**config.mk**
```make
export PLATFORM = sky130hd
export DESIGN_NAME = piece_drop
export DESIGN_NICKNAME = d
export VERILOG_FILES = /design/src/rtl/piece_drop.sv
export SDC_FILE = /design/constraint.sdc
export NUM_CORES = 1
export LEC_CHECK = 0
export BUFFER_PORTS_ARGS = -buffer_cell sky130_fd_sc_hd__buf_4
export CORE_MARGIN = 2
export CORE_UTILIZATION = 34
export CTS_BUF_LIST = sky130_fd_sc_hd__clkbuf_8
export CTS_CLUSTER_DIAMETER = 200
export DETAILED_ROUTE_END_ITERATION = 8
export SYNTH_ARGS = -nofsm -noshare
export SYNTH_HDL_FRONTEND = slang
export SYNTH_SLANG_ARGS = --single-unit
```
**constraint.sdc**
```tcl
create_clock -name clka -period 4.1 [get_ports clka]
set_input_delay 0 -clock clka [delete_from_list [all_inputs] [get_ports clka]]
set_output_delay 0 -clock clka [all_outputs]
set_load 0.02 [all_outputs]
```
**src/rtl/piece_drop.sv**
```systemverilog
// Falling-piece stage of the tetris datapath: spawns a piece, applies moves and
// gravity on a 4x8 board, locks it, and waits for the cleared board to return.
module piece_drop #(
  parameter int GRAVITY_TICKS = 4,
  parameter int SPAWN_COL     = 1
) (
  input  logic        clka,
  input  logic        restart_n,
  input  logic [1:0]  next_piece,
  input  logic        move_left,
  input  logic        move_right,
  input  logic        drop,
  input  logic [31:0] board_in,
  input  logic        board_in_valid,
  output logic [31:0] board_out,
  output logic [31:0] locked_board,
  output logic        lock_valid,
  output logic [1:0]  curr_piece,
  output logic [2:0]  piece_row,
  output logic [1:0]  piece_col,
  output logic        error
);

  localparam int CW = (GRAVITY_TICKS > 1) ? $clog2(GRAVITY_TICKS) : 1;
  localparam logic [CW-1:0] CNT_LAST = CW'(GRAVITY_TICKS - 1);
  localparam logic [1:0] SPAWN_C = (SPAWN_COL > 3) ? 2'd3 : 2'(SPAWN_COL);

  typedef enum logic [2:0] {S_SPAWN, S_FALL, S_LOCK, S_WAIT, S_OVER} state_t;

  // Occupancy of a piece at (row,col); bits pushed past bit 31 fall away.
  function automatic logic [31:0] piece_mask(input logic [1:0] t,
                                             input logic [3:0] row,
                                             input logic [2:0] col);
    logic [31:0] base;
    case (t)
      2'b00:   base = 32'h0000_0001;
      2'b01:   base = 32'h0000_0003;
      2'b10:   base = 32'h0000_0011;
      default: base = 32'h0000_0033;
    endcase
    return base << (6'({row, 2'b00}) + 6'(col));
  endfunction

  state_t        r_state, w_state_nxt;
  logic [31:0]   r_board, w_board_nxt;
  logic [31:0]   r_locked, w_locked_nxt;
  logic          r_lock_vld, w_lock_vld_nxt;
  logic          r_err, w_err_nxt;
  logic [1:0]    r_type, w_type_nxt;
  logic [2:0]    r_row, w_row_nxt;
  logic [1:0]    r_col, w_col_nxt;
  logic [CW-1:0] r_cnt, w_cnt_nxt;

  logic [1:0]  w_spawn_col;
  logic [31:0] w_spawn_mask, w_mask, w_mask_dn, w_mask_l, w_mask_r;
  logic [3:0]  w_h;
  logic [1:0]  w_col_max;
  logic        w_grav, w_can_down;

  always_comb begin
    w_spawn_col  = (next_piece[0] && SPAWN_C > 2'd2) ? 2'd2 : SPAWN_C;
    w_spawn_mask = piece_mask(next_piece, 4'd0, {1'b0, w_spawn_col});
    w_mask       = piece_mask(r_type, {1'b0, r_row}, {1'b0, r_col});
    w_mask_dn    = piece_mask(r_type, {1'b0, r_row} + 4'd1, {1'b0, r_col});
    w_mask_l     = piece_mask(r_type, {1'b0, r_row}, {1'b0, r_col} - 3'd1);
    w_mask_r     = piece_mask(r_type, {1'b0, r_row}, {1'b0, r_col} + 3'd1);
    w_h          = r_type[1] ? 4'd2 : 4'd1;
    w_col_max    = r_type[0] ? 2'd2 : 2'd3;
    w_grav       = (r_cnt == CNT_LAST) || drop;
    w_can_down   = (({1'b0, r_row} + w_h) <= 4'd7) && ((w_mask_dn & r_board) == 32'd0);
  end

  always_comb begin
    w_state_nxt    = r_state;
    w_board_nxt    = r_board;
    w_locked_nxt   = r_locked;
    w_lock_vld_nxt = 1'b0;
    w_err_nxt      = r_err;
    w_type_nxt     = r_type;
    w_row_nxt      = r_row;
    w_col_nxt      = r_col;
    w_cnt_nxt      = r_cnt;
    case (r_state)
      S_SPAWN: begin
        w_type_nxt = next_piece;
        w_row_nxt  = 3'd0;
        w_col_nxt  = w_spawn_col;
        w_cnt_nxt  = '0;
        if ((w_spawn_mask & r_board) != 32'd0) begin
          w_state_nxt = S_OVER;
          w_err_nxt   = 1'b1;
        end else begin
          w_state_nxt = S_FALL;
        end
      end
      S_FALL: begin
        if (w_grav) begin
          w_cnt_nxt = '0;
          if (w_can_down) begin
            w_row_nxt = r_row + 3'd1;
          end else begin
            // Merge now so lock_valid and locked_board line up in the LOCK cycle.
            w_locked_nxt   = r_board | w_mask;
            w_lock_vld_nxt = 1'b1;
            w_state_nxt    = S_LOCK;
          end
        end else begin
          w_cnt_nxt = r_cnt + 1'b1;
          if (move_left && !move_right && r_col != 2'd0 &&
              (w_mask_l & r_board) == 32'd0)
            w_col_nxt = r_col - 2'd1;
          else if (move_right && !move_left && r_col < w_col_max &&
                   (w_mask_r & r_board) == 32'd0)
            w_col_nxt = r_col + 2'd1;
        end
      end
      S_LOCK: begin
        w_board_nxt = r_locked;
        w_state_nxt = S_WAIT;
      end
      S_WAIT: begin
        if (board_in_valid) begin
          w_board_nxt = board_in;
          w_state_nxt = S_SPAWN;
        end
      end
      S_OVER:  w_state_nxt = S_OVER;
      default: w_state_nxt = S_SPAWN;
    endcase
  end

  always_ff @(posedge clka or negedge restart_n) begin
    if (!restart_n) begin
      r_state    <= S_SPAWN;
      r_board    <= '0;
      r_locked   <= '0;
      r_lock_vld <= 1'b0;
      r_err      <= 1'b0;
      r_type     <= '0;
      r_row      <= '0;
      r_col      <= '0;
      r_cnt      <= '0;
    end else begin
      r_state    <= w_state_nxt;
      r_board    <= w_board_nxt;
      r_locked   <= w_locked_nxt;
      r_lock_vld <= w_lock_vld_nxt;
      r_err      <= w_err_nxt;
      r_type     <= w_type_nxt;
      r_row      <= w_row_nxt;
      r_col      <= w_col_nxt;
      r_cnt      <= w_cnt_nxt;
    end
  end

  // Piece stays visible through LOCK until the merged board takes over.
  assign board_out    = (r_state == S_FALL || r_state == S_LOCK) ? (r_board | w_mask) : r_board;
  assign locked_board = r_locked;
  assign lock_valid   = r_lock_vld;
  assign curr_piece   = r_type;
  assign piece_row    = r_row;
  assign piece_col    = r_col;
  assign error        = r_err;

endmodule

```
==> out/metrics.csv <==
stage,metric,value,unit
status,status,finished clean,
grt,grt_pass1_vias,6169,
finish,fill_cells,1806,
synth,yosysMostFrequentCell,nand2_1,
detailed_routing,first_iter_violations,694,
detailed_routing,routedWlPerCell,21.3,um
timing,fmax,0.278,GHz
job,maxCapViolations,0,
grt,grt_antenna_before_repair,0,
clock_network,htree_levels,3,
clock_network,cts_buffers,9,
synth,synthFlopType,dfrtp_1,
finish,num_antenna_cells,0,
floorplan,core,17900,um^2
worst_setup_path,cp.arrival,3.88,ns
hold_path,hold_class,input pin to async pin,
worst_setup_path,worst-path-buf-inv,1,
grt,grt_pass1_wl,35600,um
grt,grt_usage,23.6,%
timing,period_needed,3.60,ns
timing,setup_viol,0,
synth,syn_nets,783,
clock_network,clock-root-buffer,clkbuf_8,
clock_network,cts_tree,built,
synth,ys_warn_count,0,
floorplan,start_util,34.6,%
placement,finalWeightedCongestion,1.01,
timing,hold_violations,0,
timing,whs,0.0196,ns
placement,dp_cells,1050,
placement,io_buffers,112,
synth,synthesis.instances,732,
detailed_routing,antenna_left,0,
finish,area_delta_synth_final,27.0,%
synth,yosysSeqAreaShare,31.5,%
synth,syn_avg_cell_area,8.45,um^2
timing,fin_crit_sh,87.8,%
synth,async_flop_share,100,%
worst_setup_path,worst-setup-path-type,flip-flop to flip-flop,
finish,finalNonFillerCells,1102,
worst_setup_path,max_stage_delay,0.56,ns
worst_setup_path,crit_required,4.38,ns
synth,synth.area.top_cells,"dfrtp_1 (32%), mux2i_1 (12%), nand2_1 (5.0%), o21ai_0 (4.5%), a21oi_1 (4.0%)",
synth,synth_top_cells_by_count,"nand2_1 (83), dfrtp_1 (78), mux2i_1 (77)",
detailed_routing,drtPass1Iterations,6,
floorplan,num_rows,49,
worst_setup_path,cp-start-kind,flip-flop,
detailed_routing,avgViaCountPerCell,5.73,
power_and_ir_drop,peakVddDrop,0.000460,V
synth,synth_edf_count,0,
floorplan,fp.dieW,139,um
synth,synth_top_area_share,31.5,%
worst_setup_path,crit_fanout,34,
worst_setup_path,cp_top_family,compound AO/OA/AOI/OAI gates,
finish,layout-drive-gt1-share,22.5,%
clock_network,cts_sinks,78,
synth,synth-seq-cells,78,
timing,fin_skew,0.00815,ns
placement,dp_hpwl,17100,um
floorplan,die_h,139,um
power_and_ir_drop,p_per_area,863,nW/um^2
timing,rsz0062_at_grt,no,
clock_network,clock_latency,0.37,ns
worst_setup_path,end_kind,flip-flop,
timing,tightest_slew,1.06,ns
finish,nNetsFinal,919,
timing,tns,0,ns
synth,ys_types,82,
power_and_ir_drop,leakagePower,3.90,nW
floorplan,die_area,19300,um^2
worst_setup_path,slowest_stage,ha_1,
timing,slew_violations,0,
timing,relSlewSlack,29.0,%
floorplan,pin_count,113,
detailed_routing,finalWirelength,23400,um
worst_setup_path,cp_cell_sequence,"buf_4, ha_1, xor2_2, nand2b_1, and2_4, a221o_1, or4_1, a211o_1, a31o_1, o31ai_2",
clock_network,clockBufferDepth,2,
synth,yosysTopAreaCell,dfrtp_1,
grt,grt_max_degree,65,
detailed_routing,drc,0,
clock_network,post_cts_buffers,0,
finish,fin_util,43.9,%
clock_network,clkSlewWorstSetupHoldPaths,0.09,ns
synth,synthesis.area,6190,um^2
grt,overflow,0,
detailed_routing,dr_total_vias,6313,
==> sequential cells by signal, indices dropped and copies added, names as in the netlist <==
register / count
locked_board: 32
r_board: 32
curr_piece: 2
r_state: 3
piece_col: 2
error: 1
lock_valid: 1
piece_row: 3
r_cnt: 2
==> worst register-to-register path: stages, from the launching register on <==
cell,delay (ns)
dfrtp_1,0.35
buf_4,0.34
ha_1,0.56
xor2_2,0.29
nand2b_1,0.14
and2_4,0.16
a221o_1,0.31
or4_1,0.51
a211o_1,0.38
a31o_1,0.25
o31ai_2,0.22
==> cell usage in the layout (no fill, tap or decap), types with 4 or more instances in the layout <==
master / count
a31oi_1: 4
o211ai_1: 7
mux2i_1: 77
o21a_1: 7
a31o_2: 10
a21oi_1: 49
clkbuf_8: 9
a221oi_1: 4
a21o_1: 14
a21boi_0: 4
mux2_2: 8
nor3_1: 11
nand2b_1: 8
and2_1: 5
nor2_1: 46
dlygate4sd3_1: 36
dfrtp_1: 78
buf_4: 137
nor2b_1: 10
o21ai_0: 56
xnor2_1: 4
or2_2: 4
ha_1: 11
or3b_2: 4
a22o_1: 4
o22ai_1: 10
mux2_1: 4
and3_1: 6
a211o_1: 7
nand2_1: 82
o21bai_1: 10
a211oi_1: 7
nand3_1: 19
inv_1: 41
==> final timing paths <==
kind                       cells after the start           end          from  slack, ns
min in group clka                              4      r_cnt[1]          drop       0.02
hold reg to reg                                1         error         error       0.49
hold / removal                                 2   r_board[10]     restart_n       0.02
setup / recovery                              10  piece_col[1]  piece_col[0]       0.50
setup reg to reg                              10  piece_col[1]  piece_col[0]       0.50
max in group asynchronous                      3   r_board[16]     restart_n       3.01
==> routing by layer <==
layer  track usage [%]  part of all wire [%]  vias to the layer above
li1                  -                     -                     2931
met1              31.1                    42                     3034
met2              38.0                    46                      287
met3              4.32                   7.5                       61
met4              10.2                   4.0                        0
met5                 0                     0                        -
==> timing repair <==
action / CTS / global route
setup endpoints to repair: 0 / 0
hold endpoints to repair: 50 / 0
hold buffers: 36 / 0
resized for setup: 0 / 0
==> cell type report <==
cell class                      count  area, um^2  share of cell area (%)
Clock buffer                        9         124                    1.58
Clock inverter                      7        90.1                    1.15
Timing Repair Buffer              173        1390                    17.7
Sequential cell                    78        1950                    24.8
Tap cell                          229         287                    3.65
Inverter                           43         161                    2.05
Multi-Input combinational cell    563        3850                    49.0
==> metrics by stage <==
| step | cell area (um^2) | setup WS (ns) | total power [mW] |
|---|---|---|---|
| floorplan | 6190 | 0.370 | 4.28 |
| detailed placement | 7280 | 0.540 | 6.04 |
| global route | 7860 | 0.286 | 7.17 |
| CTS | 7860 | 0.512 | 6.72 |
| global placement | 7270 | 0.527 | 6.05 |
| finish | 7860 | 0.502 | 6.78 |
==> cell families (layout without fill, tap and decap cells) <==
family                   count (synthesis)  after routing  share of synthesized area (%)
multiplexers                            90             90                           15.0
flip-flops                              78             78                           31.5
XOR/XNOR                                 9              9                           2.00
adder cells (fa/ha/maj)                 11             11                           2.22
AO/OA/AOI/OAI                          236            236                           25.4
AND/OR/NAND/NOR                        217            217                           17.3
buffers and inverters                   91            232                           6.51
==> report_power, final <==
part | switching, mW | internal, mW
Clock | 0.343 | 0.295
Combinational | 2.64 | 1.79
Sequential | 0.603 | 1.10
Total | 3.59 | 3.19
No activity file was read; power rests on OpenSTA's default activity.
